`config.mk`:
```
export PLATFORM = sky130hd
export DESIGN_NAME = id_ex_stage
export DESIGN_NICKNAME = d
export VERILOG_FILES = /design/src/rtl/id_ex_stage.sv
export SDC_FILE = /design/constraint.sdc
export NUM_CORES = 1
export LEC_CHECK = 0
export CORE_AREA = 2 2 160 162
export CTS_BUF_LIST = sky130_fd_sc_hd__clkbuf_16
export DETAILED_ROUTE_END_ITERATION = 16
export DIE_AREA = 0 0 162 164
export PLACE_DENSITY = 0.69
export SLEW_MARGIN = 15
export SYNTH_ARGS = -nofsm -noshare
export SYNTH_HDL_FRONTEND = slang
export SYNTH_SLANG_ARGS = --single-unit
```
`constraint.sdc`:
```
create_clock -name clk -period 1.8 [get_ports clk]
set_input_delay 0.36 -clock clk [delete_from_list [all_inputs] [get_ports clk]]
set_output_delay 0.36 -clock clk [all_outputs]
set_load 0.01 [all_outputs]
```
`src/rtl/id_ex_stage.sv`:
```
// rtl/id_ex_stage.sv - ID/EX pipeline register with write-through bypass, load-use stall and branch flush
module id_ex_stage #(
    parameter int XLEN  = 32,
    parameter int CNT_W = 16
) (
    input  logic             clk,
    input  logic             rst_n,
    input  logic             hold,
    input  logic             ex_branch_taken,
    input  logic             id_valid,
    input  logic [XLEN-1:0]  id_pc,
    input  logic [XLEN-1:0]  id_imm,
    input  logic [4:0]       id_rs1,
    input  logic [4:0]       id_rs2,
    input  logic [4:0]       id_rd,
    input  logic             id_use_rs1,
    input  logic             id_use_rs2,
    input  logic [XLEN-1:0]  id_rf_rd1,
    input  logic [XLEN-1:0]  id_rf_rd2,
    input  logic             id_rf_we,
    input  logic             id_mem_re,
    input  logic             id_mem_we,
    input  logic [3:0]       id_alu_op,
    input  logic [1:0]       id_wb_sel,
    input  logic             rd1_i_sel,
    input  logic             rd2_i_sel,
    input  logic [XLEN-1:0]  fwd_rd1_i,
    input  logic [XLEN-1:0]  fwd_rd2_i,
    output logic             ex_valid,
    output logic [XLEN-1:0]  ex_pc,
    output logic [XLEN-1:0]  ex_imm,
    output logic [4:0]       ex_rs1,
    output logic [4:0]       ex_rs2,
    output logic [4:0]       ex_rd,
    output logic [XLEN-1:0]  ex_rd1,
    output logic [XLEN-1:0]  ex_rd2,
    output logic             ex_rf_we,
    output logic             ex_mem_re,
    output logic             ex_mem_we,
    output logic [3:0]       ex_alu_op,
    output logic [1:0]       ex_wb_sel,
    output logic             stall_if,
    output logic             flush_if_id,
    output logic [CNT_W-1:0] stall_cnt,
    output logic [CNT_W-1:0] flush_cnt
);

    logic load_use;
    logic rs1_hit;
    logic rs2_hit;
    logic bubble;

    // A bubble has ex_rd=0, so it can never trigger a load-use match on the next cycle.
    assign rs1_hit  = id_use_rs1 & (id_rs1 == ex_rd);
    assign rs2_hit  = id_use_rs2 & (id_rs2 == ex_rd);
    assign load_use = id_valid & ex_valid & ex_mem_re & (ex_rd != 5'd0) & (rs1_hit | rs2_hit);

    assign stall_if    = load_use & ~ex_branch_taken & ~hold;
    assign flush_if_id = ex_branch_taken & ~hold;
    assign bubble      = ex_branch_taken | load_use | ~id_valid;

    always_ff @(posedge clk or negedge rst_n) begin
        if (!rst_n) begin
            ex_valid  <= 1'b0;
            ex_pc     <= '0;
            ex_imm    <= '0;
            ex_rs1    <= '0;
            ex_rs2    <= '0;
            ex_rd     <= '0;
            ex_rd1    <= '0;
            ex_rd2    <= '0;
            ex_rf_we  <= 1'b0;
            ex_mem_re <= 1'b0;
            ex_mem_we <= 1'b0;
            ex_alu_op <= '0;
            ex_wb_sel <= '0;
        end else if (!hold) begin
            if (bubble) begin
                ex_valid  <= 1'b0;
                ex_pc     <= '0;
                ex_imm    <= '0;
                ex_rs1    <= '0;
                ex_rs2    <= '0;
                ex_rd     <= '0;
                ex_rd1    <= '0;
                ex_rd2    <= '0;
                ex_rf_we  <= 1'b0;
                ex_mem_re <= 1'b0;
                ex_mem_we <= 1'b0;
                ex_alu_op <= '0;
                ex_wb_sel <= '0;
            end else begin
                ex_valid  <= 1'b1;
                ex_pc     <= id_pc;
                ex_imm    <= id_imm;
                ex_rs1    <= id_rs1;
                ex_rs2    <= id_rs2;
                ex_rd     <= id_rd;
                // MEM/WB write landing in the same cycle as the RF read
                ex_rd1    <= rd1_i_sel ? fwd_rd1_i : id_rf_rd1;
                ex_rd2    <= rd2_i_sel ? fwd_rd2_i : id_rf_rd2;
                ex_rf_we  <= id_rf_we;
                ex_mem_re <= id_mem_re;
                ex_mem_we <= id_mem_we;
                ex_alu_op <= id_alu_op;
                ex_wb_sel <= id_wb_sel;
            end
        end
    end

    always_ff @(posedge clk or negedge rst_n) begin
        if (!rst_n) begin
            stall_cnt <= '0;
            flush_cnt <= '0;
        end else if (!hold) begin
            if (ex_branch_taken) begin
                if (flush_cnt != {CNT_W{1'b1}}) begin
                    flush_cnt <= flush_cnt + 1'b1;
                end
            end else if (load_use) begin
                if (stall_cnt != {CNT_W{1'b1}}) begin
                    stall_cnt <= stall_cnt + 1'b1;
                end
            end
        end
    end

endmodule

```
# Yosys cells after proc, flatten, opt, wreduce, memory -nomap -nowiden
# Index checks and enable logic that the tools add are counted.
totals:
  register_bits: 185
  input_bits: 225
classes:
  n_addsub: 2
  eq_ne: 4
  mux: 15
  bitwise: 15
  n_reduce_logical: 3
ops:
  columns: ["cell", "n"]
  rows:
  - ["$mux W32", 6]
  - ["$add A16 B1 Y16 const B", 2]
  - ["$ne A16 B16 Y1 const B", 2]
  - ["$mux W5", 3]
  - ["$eq A5 B5 Y1", 2]
  - ["$and A1 B1 Y1", 9]
  - ["$reduce_bool A5 Y1", 1]
  - ["$mux W1", 4]
  - ["$mux W4", 1]
  - ["$reduce_and A4 Y1", 1]
  - ["$not A1 Y1", 3]
  - ["$or A1 B1 Y1", 3]
  - ["$reduce_and A3 Y1", 1]
  - ["$mux W2", 1]

# Depth between registers and ports, before layout
logic_depth:
  word_depth: 7
  depth_mapped: 7
  depth_no_buf: 6

# Worst setup path after synthesis
# OpenSTA, ideal clock, no wires.
synth_path:
  path_kind: "reg-to-reg"
  from: "reg stall_cnt[0]"
  to: "reg stall_cnt[1]"
  setup_ns: 0.125
  arrival_ns: 1.674
  required_ns: 1.675
  slack_ns: 0.002
  stages_incl_launch_ff: 7
  n_path_buf: 0
  synth_period_minus_slack_ns: 1.798
  cell_sequence: "dfrtp_1 > ha_1 > and3_1 > nand4_1 > nor2_4 > nor3_1 > mux2_2"
synth_between:
  elab_chain_cells: 2
  elab_cells_between_ends: 3
  cone_classes: "add/sub (1); eq/ne (1); reduce/logical (1)"
synth_rtl:
  columns: ["element", "line_no", "text"]
  rows:
  - ["start: declaration", "44", "output logic [CNT_W-1:0] stall_cnt,"]
  - ["start signal: assignment", "122", "stall_cnt <= stall_cnt + 1'b1;"]
  - ["parallel branches: the longest is 2 deep, another holds $add A16 B1 Y16", null, null]
# Several ways; the timed one is not identified.
# A chain may end at the register's enable or synchronous reset.

# Worst setup path after layout
layout_path:
  from: "reg ex_rd[4]"
  to: "out stall_if"
layout_between:
  elab_chain_cells: 6
  elab_cells_between_ends: 10
  cone_classes: "eq/ne (2); bitwise (7); reduce/logical (1)"
layout_rtl:
  columns: ["element", "line_no", "text"]
  rows:
  - ["start: declaration", "34", "output logic [4:0] ex_rd,"]
  - ["start signal: assignment", "98", "ex_rd <= id_rd;"]
  - ["$eq A5 B5 Y1, on equally long branches", "54, 55", null]
  - ["$and A1 B1 Y1, on equally long branches", "54, 55", null]
  - ["$or A1 B1 Y1", "56", "assign load_use = id_valid & ex_valid & ex_mem_re & (ex_rd != 5'd0) & (rs1_hit | rs2_hit);"]
  - ["$and A1 B1 Y1 *", "56", null]
  - ["$and A1 B1 Y1 * (2 in a row)", "58", "assign stall_if = load_use & ~ex_branch_taken & ~hold;"]
  - ["end: declaration", "42", "output logic stall_if,"]
# Every way passes the cells marked *; elsewhere a longest branch is shown, timed or not.

==> results.toml <==
[power_and_ir_drop]
pwr-share-clk_pct = 34.9
combPwrFrac_pct = 21.8
peakVddDrop_v = 0.000460
p_sw_w = 0.00301
p_int_w = 0.00767
switching_share_pct = 28.2
power_density_nw_per_um2 = 735
leakagePower_nw = 6.68
seqPwrFrac_pct = 43.3

[synthesis]
synth_top_area_share_pct = 59.2
yosysTopAreaCell = "dfrtp_1"
avgSynthCellArea_um2 = 12.1
synth_seq_area_share_pct = 59.2
synth_nets = 876
ys_types = 40
yosys-top-cells-count = "185 x dfrtp_1, 88 x a22o_1, 79 x nand2_1, 64 x mux2i_1, 59 x o21ai_0"
ys_top_cells_by_area = "dfrtp_1 59%, a22o_1 9.9%, mux2i_1 8.2%, nand2_1 3.8%, o21ai_0 3.8%"
yosysMostFrequentCell = "dfrtp_1"
synth_flop_cell = "dfrtp_1"
ys_ff_latch = 185
synth_edf_count = 0
async_reset_ff_share_pct = 100
yosys_warnings = 0
synthCells = 649
syn_area_um2 = 7820

[layout]
drive_gt1_share_pct = 21.3
nets = 1366
final_cell_area_um2 = 14500
fin_cells = 1487
areaGrowthSynthToFinish_pct = 85.6

[worst_setup_path]
crit_type = "register to output port"
cpMaxStageDelayCell = "dfrtp_2"
r2r_cells = 10
reg2reg_from = "ex_rd[4]"
critical-path-max-stage-delay_ns = 0.46
startpoint_type = "register"
path_cells = "xnor2_2 > nand4_1 > o22a_1 > nor2_2 > buf_2"
arrival_ns = 1.82
critical_path_buf_inv_count = 1
critical_path.reg2reg.endpoint = "ex_rf_we"
r2r_slack_ns = -0.31
required_ns = 1.44
cp_max_fo = 3
path_delay_family = "flip-flops"
crit_path_end_kind = "output port"

[global_route]
grt_max_degree = 154
grt.overflow.total = 0
grt_first_pass_wirelength_um = 46500
antenna_found_initial = 3
gr-usage-all-layers_pct = 23.2
grt_pass1_vias = 7585

[job]
drv_cap = 0

[cts]
clock_latency_ns = 0.43
clockRootBuffer = "clkbuf_16"
cts.path.max_buffers = 2
cts_tree = "built"
htree_num_levels = 4
path_clk_slew_ns = 0.08
clkSinkCount = 185
cts_buffers = 17

[sta]
worst_pin_slew_ns = 0.718
fin_crit_sh_pct = 121
hold_ws_ns = 0.478
finalHoldViolations = 0
setup_viol = 166
finClkSkew_ns = 0.0218
slew_headroom_pct = 52.2
rsz0062_at_grt = "true"
fin_crit_ns = 2.18
max_freq_mhz = 459
maxSlewViolCount = 0
setup_slack_ns = -0.377

[place]
dpl.cell_count = 1400
placed_area_um2 = 12600
io_buffers = 411
dp_hpwl_um = 20400
gp_congestion = 0.804

[status]
status = "finished, violations left"
violations = "setup timing"

[route]
drc_errors = 0
wire_per_inst_um = 20.8
vias = 7275
vias_per_cell = 4.89
route.antenna.remaining_nets = 0
detail_route.iter0.violations = 374
routed_wl_um = 31000
first_pass_iters = 5

[die]
die_area_um2 = 26600
core_area_um2 = 24800
start_util_pct = 31.5
dieHeight_um = 164
die_w_um = 162
rows = 58
ios = 412

[hold_path]
min_path_type = "primary input to async pin"
## layout make-up
type / count / area (um^2)
inverters: 3 / 11.3
fillers: 2076 / 10300
diodes: 5 / 12.5
flip-flops and latches: 185 / 4640
clock inverters: 15 / 154
well taps: 330 / 413
repair buffers: 514 / 5530
multi-input cells: 418 / 3330
clock buffers: 17 / 425
## how the worst max path moves through the flow
stage	startpoint	endpoint	slack, ns	cells after the start
floorplan	stall_cnt[0]	stall_cnt[1]	0.002	6
global placement	id_rs2[4]	stall_if	-0.87	6
detailed placement	id_rs2[4]	stall_if	-0.85	6
CTS	ex_rd[4]	stall_if	-0.39	5
global route	ex_rd[4]	stall_if	-0.45	5
finish	ex_rd[4]	stall_if	-0.38	5
## cells in the final DEF, fill, tap and decap left out, types with 16 or more instances in the layout
cell / n
clkdlybuf4s50_1: 375
dfrtp_1: 178
a22o_1: 88
nand2_1: 76
mux2i_1: 64
o21ai_2: 64
buf_4: 47
dlygate4sd2_1: 21
buf_12: 18
clkbuf_16: 17
buf_16: 17
xor2_1: 16
## metrics by stage
stage / power [W] / TNS, ns / worst slack, ns / util, %
after global placement: 0.00671 / -90.73 / -0.869 / 50.8
after CTS: 0.0108 / -38.34 / -0.394 / 58.3
after global routing: 0.0111 / -44.55 / -0.447 / 58.5
final: 0.0107 / -31.40 / -0.377 / 58.5
after detailed placement: 0.00673 / -92.43 / -0.853 / 50.8
after floorplan: 0.00532 / 0 / 0.00157 / -
## registers in the layout (all words and copies together) (netlist names)
signal     count
ex_valid       1
stall_cnt     16
ex_alu_op      4
ex_rd          5
ex_pc         32
ex_mem_we      1
ex_rs1         5
ex_wb_sel      2
ex_rf_we       1
ex_rs2         5
ex_rd2        32
ex_rd1        32
flush_cnt     16
ex_mem_re      1
ex_imm        32
## metal layers
layer | track usage [%] | wire length [um] | up-vias
li1 | - | - | 3336
met1 | 28.0 | 12300 | 3612
met2 | 39.8 | 15600 | 305
met3 | 7.73 | 2680 | 22
met4 | 6.23 | 405 | 0
met5 | 0 | 0 | -
## power groups by stage
| stage | Sequential, W | Clock [W] | Combinational [W] |
|---|---|---|---|
| after global placement | 0.00470 | 0 | 0.00201 |
| after floorplan | 0.00481 | 0 | 0.000508 |
| after CTS | 0.00461 | 0.00382 | 0.00235 |
| after detailed placement | 0.00471 | 0 | 0.00202 |
| final | 0.00462 | 0.00373 | 0.00233 |
| after global routing | 0.00465 | 0.00400 | 0.00249 |
## timing repair
item	CTS	global route
pin swaps	73	31
setup endpoints to repair	201	179
gates cloned	22	0
gates resized for setup	195	56
hold buffers	1	0
hold endpoints to repair	47	0
setup buffers	33	3
## logic make-up (layout without fill, tap and decap cells)
family	after synthesis	after routing	synth area share, %
AOI/OAI and AO/OA	166	166	15.2
and+or+nand+nor	146	146	9.17
other	0	5	0
buffers and inverters	46	549	3.26
adders and majority gates	2	2	0.320
DFF	185	185	59.2
muxes	69	69	8.91
xor gates and xnor gates	35	35	3.92
No activity file was read; power rests on OpenSTA's default activity.
